===== src/rtl/systolic_result_collector.sv =====
// rtl/systolic_result_collector.sv - captures a staggered ROWS x COLS result tile and drains it row-major
module systolic_result_collector #(
  parameter int COLS    = 2,
  parameter int ROWS    = 2,
  parameter int DATA_W  = 16,
  parameter int TIMEOUT = 64
) (
  input  logic                   clk,
  input  logic                   rst,
  input  logic                   start,
  input  logic [COLS-1:0]        pe_valid,
  input  logic [COLS*DATA_W-1:0] pe_data,
  output logic                   out_valid,
  input  logic                   out_ready,
  output logic [DATA_W-1:0]      out_data,
  output logic                   out_last,
  output logic                   busy,
  output logic                   done,
  output logic                   err
);

  localparam int CNT_W = $clog2(ROWS + 1);
  localparam int TMO_W = $clog2(TIMEOUT + 1);
  localparam int WORDS = ROWS * COLS;
  localparam int K_W   = (WORDS > 1) ? $clog2(WORDS) : 1;

  typedef enum logic [1:0] {S_IDLE, S_COLLECT, S_DRAIN, S_DONE} state_t;

  state_t                    state;
  logic [CNT_W-1:0]          cnt [COLS];
  logic [TMO_W-1:0]          tmo_cnt;
  logic [K_W-1:0]            rd_idx;
  // Tile stored row-major: word k = r*COLS + c lives at [k*DATA_W +: DATA_W]
  logic [WORDS*DATA_W-1:0]   tile_flat;

  logic [COLS-1:0]           lane_take;
  logic [COLS-1:0]           lane_full_nxt;
  logic                      any_drop;

  // Per-lane capture decision and whether each lane is full after this edge
  always_comb begin
    lane_take     = '0;
    lane_full_nxt = '0;
    any_drop      = 1'b0;
    for (int c = 0; c < COLS; c++) begin
      lane_take[c]     = pe_valid[c] && (cnt[c] < CNT_W'(ROWS));
      lane_full_nxt[c] = (cnt[c] == CNT_W'(ROWS)) ||
                         (lane_take[c] && (cnt[c] == CNT_W'(ROWS - 1)));
      if (pe_valid[c] && !lane_take[c]) any_drop = 1'b1;
    end
  end

  // Buffer is only read while draining, when no writes can occur, so the word is stall-stable
  assign out_data = out_valid ? tile_flat[int'(rd_idx)*DATA_W +: DATA_W] : '0;

  // Control FSM with registered status outputs; also performs the tile captures
  always_ff @(posedge clk) begin
    if (rst) begin
      state     <= S_IDLE;
      tmo_cnt   <= '0;
      rd_idx    <= '0;
      out_valid <= 1'b0;
      out_last  <= 1'b0;
      busy      <= 1'b0;
      done      <= 1'b0;
      err       <= 1'b0;
      for (int c = 0; c < COLS; c++) cnt[c] <= '0;
    end else begin
      done <= 1'b0;
      case (state)
        S_IDLE: begin
          if (start) begin
            state   <= S_COLLECT;
            busy    <= 1'b1;
            err     <= 1'b0;
            tmo_cnt <= '0;
            for (int c = 0; c < COLS; c++) cnt[c] <= '0;
          end
        end
        S_COLLECT: begin
          for (int c = 0; c < COLS; c++) begin
            if (lane_take[c]) begin
              tile_flat[(int'(cnt[c])*COLS + c)*DATA_W +: DATA_W] <= pe_data[c*DATA_W +: DATA_W];
              cnt[c] <= cnt[c] + 1'b1;
            end
          end
          if (any_drop) err <= 1'b1;
          // A tile completing on the final allowed cycle still drains
          if (&lane_full_nxt) begin
            state     <= S_DRAIN;
            out_valid <= 1'b1;
            out_last  <= (WORDS == 1);
            rd_idx    <= '0;
          end else if (tmo_cnt == TMO_W'(TIMEOUT - 1)) begin
            state <= S_IDLE;
            busy  <= 1'b0;
            err   <= 1'b1;
          end else begin
            tmo_cnt <= tmo_cnt + 1'b1;
          end
        end
        S_DRAIN: begin
          if (|pe_valid) err <= 1'b1;
          if (out_ready) begin
            if (out_last) begin
              state     <= S_DONE;
              out_valid <= 1'b0;
              out_last  <= 1'b0;
              busy      <= 1'b0;
              done      <= 1'b1;
            end else begin
              rd_idx   <= rd_idx + 1'b1;
              out_last <= (int'(rd_idx) == WORDS - 2);
            end
          end
        end
        S_DONE: begin
          state <= S_IDLE;
        end
        default: begin
          state <= S_IDLE;
        end
      endcase
    end
  end

endmodule


===== config.mk =====
export PLATFORM = sky130hd
export DESIGN_NAME = systolic_result_collector
export DESIGN_NICKNAME = d
export VERILOG_FILES = /design/src/rtl/systolic_result_collector.sv
export SDC_FILE = /design/constraint.sdc
export NUM_CORES = 1
export LEC_CHECK = 0
export ABC_AREA = 1
export BUFFER_PORTS_ARGS = -buffer_cell sky130_fd_sc_hd__buf_2
export CORE_ASPECT_RATIO = 1.25
export CORE_MARGIN = 5
export CORE_UTILIZATION = 54
export DETAILED_ROUTE_END_ITERATION = 16
export PLACE_DENSITY = 0.83
export SYNTH_ARGS = -nofsm -noshare
export SYNTH_HDL_FRONTEND = slang
export SYNTH_SLANG_ARGS = --single-unit

===== constraint.sdc =====
create_clock -name clk -period 2.91 [get_ports clk]
set_clock_uncertainty 0.1 [all_clocks]
set_input_delay 0.7275 -clock clk [delete_from_list [all_inputs] [get_ports clk]]
set_output_delay 0.7275 -clock clk [all_outputs]
set_load 0.01 [all_outputs]

==> results_dict.tcl, run 1 <==
set metrics [dict create \
    die-area_um2 9800 \
    postRouteWirelength_mm 10.5 \
    yosys.cell_types.count 27 \
    crit_top_cell "sky130_fd_sc_hd__nor2_1" \
    result_of_the_run "finished, final reports clean" \
    detail-route-antenna-nets 0 \
    highest_clock_rate_mhz 364 \
    first_pass_iters 5 \
    layout_commonest_cell "sky130_fd_sc_hd__nor2_1" \
    floorplan.io_pins 59 \
    synth.yosys.seq_area_share_pct 55.3 \
    cts_post_setup_buffers_inserted 0 \
    floorplan.core_area_um2 7750 \
    fin_tns_setup_ns 0 \
    path_max_fanout 21 \
    power.static_leakage_uw 0.00214 \
    min_period_over_period_pct 94.3 \
    finalMaxSlewViolations 0 \
    initial_utilization_pct 55.2 \
    worstPathArrival_ns 1.92 \
    cp_num_buf_inv 2 \
    timing.hold.ws_ns 0.362 \
    overall_die_height_um 109 \
    final_cell_mix "sky130_fd_sc_hd__nor2_1, sky130_fd_sc_hd__edfxtp_1, sky130_fd_sc_hd__inv_1, sky130_fd_sc_hd__buf_2, sky130_fd_sc_hd__nand2_1" \
    clkLatencyLatePin_ns 0.36 \
    critPathLaunchType "register" \
    drv.max_cap_violation_count 0 \
    maximum_number_of_pins_on_one_net_before_global_route_repair 22 \
    first_global_vias 3552 \
    syn_area_um2 4270 \
    setup_repair_after_global_routing_missed_its_margin "false" \
    tightestPinTransition_ns 0.651 \
    antenna_cells 0 \
    tritoncts "done" \
    gp_congestion 0.812 \
    cp_slowest_cell "sky130_fd_sc_hd__dfxtp_2" \
    remaining_drc_errors 0 \
    finalCoreUtilization_pct 62.4 \
    grt_remaining_overflow 0 \
    min-delay-path-class "reg -> reg" \
    hold_buffers 0 \
    area_delta_synth_final_pct 13.2 \
    mappedNetlistNets 551 \
    viasPerCell 5.43 \
    worst_path_clk_slew_ns 0.08 \
    ys_async_sr_fraction_pct 0 \
    power.density_cell_area_nw_per_um2 707 \
    synth.ff_latch_count 84 \
    timing.final.setup_violations 0 \
    placement.cell_area_um2 4630 \
    root_buffer_selected_by_cts "sky130_fd_sc_hd__clkbuf_8" \
    worstSetupEndpointType "output port" \
    timing.max_slew.rel_slack_pct 56.5 \
    worstPathRequired_ns 2.08 \
    post_synth_inst_count 498 \
    cts_max_level 3 \
    wire_per_inst_um 15.9 \
    synth_enable_flop_cells 68 \
    cts_sinks 84 \
    die_w_um 89.6 \
    numCtsBuffers 9 \
    yosys_warnings 0 \
    nNetsFinal 609 \
    num_vias 3562 \
    post-dp-hpwl_mm 7.32 \
    critical_path.max_stage_delay_ns 0.54 \
    path_cells "buf_4 > nor2_1 > nor2_1 > o21ai_0 > a21oi_1 > buf_2" \
    final_area_um2 4840 \
    fp-row-count 36 \
    clockBufferDepth 2 \
    synth_top_flop_cell "sky130_fd_sc_hd__edfxtp_1" \
    port-buffer-count 58 \
    critical-path-top-delay-family "flip-flops" \
    post-route-min-period_ns 2.75 \
    finalHoldViolCount 0 \
    ir_drop_uv 359 \
    global_route_usage_sum_pct 22.9 \
    drt_iter0_drc 508 \
    synth.avg_cell_area_um2 8.58 \
    post_route_cells_drive_above_1_share_pct 16.4 \
    crit_type "reg -> out" \
    grt_antenna_before_repair 0 \
    grt_first_pass_wirelength_mm 16.7 \
]
-- registers in the layout, indices dropped and copies added (netlist names), named ones only --
signal / cells
tile_flat: 64
tmo_cnt: 7
cnt: 4
rd_idx: 2
busy: 1
done: 1
err: 1
out_last: 1
out_valid: 1
state: 1
-- power breakdown --
group / switching, µW / internal (µW)
registers: 88.0 / 1450
clock network: 441 / 403
logic: 716 / 323
-- cells in the mapped netlist (4+ instances only) --
| cell type | number | area (µm²) |
|---|---|---|
| sky130_fd_sc_hd__dfxtp_1 | 16 | 320 |
| sky130_fd_sc_hd__ha_1 | 15 | 188 |
| sky130_fd_sc_hd__a21oi_1 | 30 | 150 |
| sky130_fd_sc_hd__edfxtp_1 | 68 | 2040 |
| sky130_fd_sc_hd__clkbuf_1 | 5 | 18.8 |
| sky130_fd_sc_hd__nand3_1 | 10 | 50.1 |
| sky130_fd_sc_hd__nor2_1 | 162 | 608 |
| sky130_fd_sc_hd__nand4_1 | 4 | 25.0 |
| sky130_fd_sc_hd__buf_2 | 7 | 35.0 |
| sky130_fd_sc_hd__o21ai_0 | 38 | 190 |
| sky130_fd_sc_hd__nand3_2 | 5 | 50.1 |
| sky130_fd_sc_hd__nand2_1 | 53 | 199 |
| sky130_fd_sc_hd__inv_1 | 65 | 244 |
-- cells by family after synthesis --
family,Yosys count,share of synthesized area (%)
and+or+nand+nor,242,23.1
DFF,84,55.3
buffers and inverters,83,8.08
xor gates and xnor gates,2,0.410
AOI/OAI and AO/OA,72,8.73
adders and majority gates,15,4.39
-- path summary, 6_finish.rpt --
check                                     end      start  cells past startpoint  slack, ns
worst max-delay path              out_data[7]  rd_idx[0]                      6       0.16
worst max register to register  tile_flat[32]   state[0]                      6       0.65
worst min-delay path                     busy       busy                      2       0.36
worst min register to register           busy       busy                      2       0.36
-- area by class of cell --
cell class	count	area, µm²
Timing Repair Buffer	64	335
Inverter	65	248
Fill cell	652	2910
Tap cell	95	119
Timing Repair inverter	1	7.51
Sequential cell	84	2360
Multi-Input combinational cell	331	1570
Clock buffer	9	124
Clock inverter	7	73.8
-- worst register-to-register path: stages (launching register included) --
cell and delay (ns):
sky130_fd_sc_hd__dfxtp_1 0.43, sky130_fd_sc_hd__ha_1 0.37, sky130_fd_sc_hd__inv_1 0.24, sky130_fd_sc_hd__nor2_2 0.27, sky130_fd_sc_hd__nand2_1 0.16, sky130_fd_sc_hd__nor2_1 0.11, sky130_fd_sc_hd__buf_4 0.26
-- per-layer routing --
layer  wire length (µm)  share of wire, %  up-vias  track usage (%)
li1                   -                 -     1714                -
met1               4050                39     1654             27.1
met2               5240                50      158             39.1
met3                693               6.6       36             4.12
met4                470               4.5        0             11.9
met5                  0                 0        -                0
-- metrics by stage --
stage | instances | power [µW] | worst slack, ns
after floorplan | 498 | 2320 | 0.657
after global placement | 639 | 2520 | 0.484
after detailed placement | 639 | 2570 | 0.333
after CTS | 656 | 3410 | 0.179
after global routing | 656 | 3620 | 0.00990
final | 656 | 3420 | 0.165
-- timing repair --
action	CTS	global route
resized for setup	3	0
setup endpoints to repair	4	0
hold endpoints to repair	0	0
Power figures use the tool's default switching activity.
==> run 2, diff against run 1 <==
- ABC_AREA: 1 -> not set
- CORE_MARGIN: 5 -> not set
==> results_dict.tcl, run 2 <==
set metrics [dict create \
    synth_enable_flop_cells 68 \
    grt_first_pass_wirelength_mm 13.6 \
    ir_drop_uv 286 \
    grt_antenna_before_repair 2 \
    hold-path-endpoint "tmo_cnt[6]" \
    floorplan.io_pins 59 \
    synthMostInstantiatedCell "sky130_fd_sc_hd__edfxtp_1" \
    port-buffer-count 58 \
    yosysTopAreaCellShare_pct 49.1 \
    clkLatencyLatePin_ns 0.35 \
    grt_remaining_overflow 0 \
    placed_cells 465 \
    finalHoldViolCount 0 \
    die_w_um 80.5 \
    post-route-min-period_ns 2.70 \
    most_instantiated_cells_after_synthesis "sky130_fd_sc_hd__edfxtp_1, sky130_fd_sc_hd__and2_1, sky130_fd_sc_hd__and3_1" \
    nNetsFinal 437 \
    post-dp-hpwl_mm 6.04 \
    global_route_usage_sum_pct 23.3 \
    initial_utilization_pct 56.2 \
    synth.yosys.seq_area_share_pct 56.8 \
    num_vias 2746 \
    postRouteWirelength_mm 8.60 \
    wire_per_inst_um 17.8 \
    tightestPinTransition_ns 0.586 \
    finalNonFillerCells 482 \
    power.density_cell_area_nw_per_um2 539 \
    mappedNetlistNets 374 \
    post_cts.resized_instances 0 \
    synth.ff_latch_count 84 \
    timing.max_slew.rel_slack_pct 60.9 \
    yosys.cell_types.count 42 \
    finalMaxSlewViolations 0 \
    worstSetupEndpointType "output port" \
    worstReg2RegStart "cnt[0][0]" \
    min-delay-path-class "reg -> reg" \
    first_pass_iters 4 \
    overall_die_height_um 100 \
    root_buffer_selected_by_cts "sky130_fd_sc_hd__clkbuf_8" \
    fin_tns_setup_ns 0 \
    detail-route-antenna-nets 0 \
    worstPathArrival_ns 1.87 \
    layout_commonest_cell "sky130_fd_sc_hd__edfxtp_1" \
    maximum_number_of_pins_on_one_net_before_global_route_repair 20 \
    timing.hold.ws_ns 0.386 \
    first_global_vias 2669 \
    worstPathRequired_ns 2.08 \
    drt_iter0_drc 231 \
    tritoncts "done" \
    flip_flop_count_of_the_largest_register_all_copies_and_words_added 64 \
    final_cell_mix "sky130_fd_sc_hd__edfxtp_1, sky130_fd_sc_hd__buf_2, sky130_fd_sc_hd__and2_1, sky130_fd_sc_hd__and3_1" \
    die-area_um2 8060 \
    crit_type "reg -> out" \
    synth.avg_cell_area_um2 13.0 \
    cts_post_setup_buffers_inserted 0 \
    worst_r2r_endpoint "tile_flat[9]" \
    nFillCells 561 \
    result_of_the_run "finished, final reports clean" \
    worst_path_clk_slew_ns 0.08 \
    clockBufferDepth 2 \
    setup_repair_after_global_routing_missed_its_margin "false" \
    post_route_cells_drive_above_1_share_pct 28.5 \
    yosysTopAreaCell "sky130_fd_sc_hd__edfxtp_1" \
    drv.max_cap_violation_count 0 \
    timing.reg2reg.worst_path_depth 5 \
    remaining_drc_errors 0 \
    cts_sinks 84 \
    cts_max_level 3 \
    highest_clock_rate_mhz 371 \
    numCtsBuffers 9 \
    min_period_over_period_pct 92.7 \
    gp_congestion 0.814 \
    hp_start "tmo_cnt[6]" \
    timing.final.setup_violations 0 \
    viasPerCell 5.70 \
    yosys_warnings 0 \
    hold_buffers 0 \
    syn_area_um2 4160 \
    ys_async_sr_fraction_pct 0 \
    power.static_leakage_uw 0.00195 \
    floorplan.core_area_um2 7400 \
    critPathLaunchType "register" \
    synth_top_cells_by_area "sky130_fd_sc_hd__edfxtp_1, sky130_fd_sc_hd__mux4_2, sky130_fd_sc_hd__and2_1, sky130_fd_sc_hd__dfxtp_1, sky130_fd_sc_hd__ha_1" \
    area_delta_synth_final_pct 14.5 \
    path_max_fanout 16 \
    reg2reg_slack_ns 0.63 \
    timing.hold.worst_path_depth 1 \
    post_synth_inst_count 321 \
    fp-row-count 35 \
    synth_top_flop_cell "sky130_fd_sc_hd__edfxtp_1" \
]
-- run 2: cell type report --
class	count	area (µm²)	area share, %
Inverter	11	41.3	0.867
Antenna cell	1	2.50	0.0525
Tap cell	92	115	2.42
Clock inverter	7	65.1	1.37
Clock buffer	9	124	2.60
Sequential cell	84	2360	49.6
Timing Repair Buffer	68	365	7.67
Multi-Input combinational cell	210	1690	35.4
-- run 2: worst max path at each step --
stage / start / to / slack, ns / cells after the start
2_1_floorplan: rd_idx[0] / out_data[10] / 0.54 / 4
6_report: rd_idx[0] / out_data[15] / 0.21 / 4
5_1_grt: rd_idx[0] / out_data[15] / 0.1 / 4
3_3_place_gp: rst / tile_flat[33] / 0.56 / 4
4_1_cts: rd_idx[0] / out_data[1] / 0.17 / 4
3_5_place_dp: rst / tile_flat[33] / 0.52 / 4
-- run 2: metrics by stage --
stage / worst slack [ns] / util, % / power [µW] / cell area [µm²]
after global routing: 0.0989 / 64.3 / 2670 / 4760
after detailed placement: 0.517 / 61.8 / 1790 / 4570
final: 0.213 / 64.4 / 2570 / 4760
after global placement: 0.557 / 61.8 / 1770 / 4570
after CTS: 0.170 / 64.3 / 2570 / 4760
after floorplan: 0.541 / - / 1650 / 4160
-- run 2: cell families (layout without fill, tap and decap cells) --
| logic type | Yosys count | in the layout | share of synthesized area [%] |
|---|---|---|---|
| multiplexers | 19 | 19 | 9.38 |
| flip-flops | 84 | 84 | 56.8 |
| AND/OR/NAND/NOR | 137 | 137 | 20.1 |
| adder cells (fa/ha/maj) | 15 | 15 | 4.51 |
| buffers and inverters | 27 | 95 | 2.68 |
| other | 0 | 1 | 0 |
| AO/OA/AOI/OAI | 39 | 39 | 6.58 |
-- run 2: routing by layer --
| metal | vias to the layer above | GRT usage (%) | part of all wire, % |
|---|---|---|---|
| met2 | 76 | 40.9 | 54 |
| met1 | 1330 | 27.0 | 40 |
| met3 | 13 | 5.36 | 4.3 |
| li1 | 1325 | - | - |
| met5 | - | 0 | 0.15 |
| met4 | 2 | 9.89 | 1.6 |
-- run 2: power breakdown --
part           switching [µW]  internal (µW)
sequential               31.4           1340
combinational             227            155
clock                     418            393
total                     676           1890
-- run 2: critical path, stage by stage, from the launching register on --
cell and delay [ns]:
sky130_fd_sc_hd__dfxtp_1 0.35, sky130_fd_sc_hd__buf_4 0.32, sky130_fd_sc_hd__mux4_2 0.55, sky130_fd_sc_hd__and2_1 0.17, sky130_fd_sc_hd__buf_2 0.13
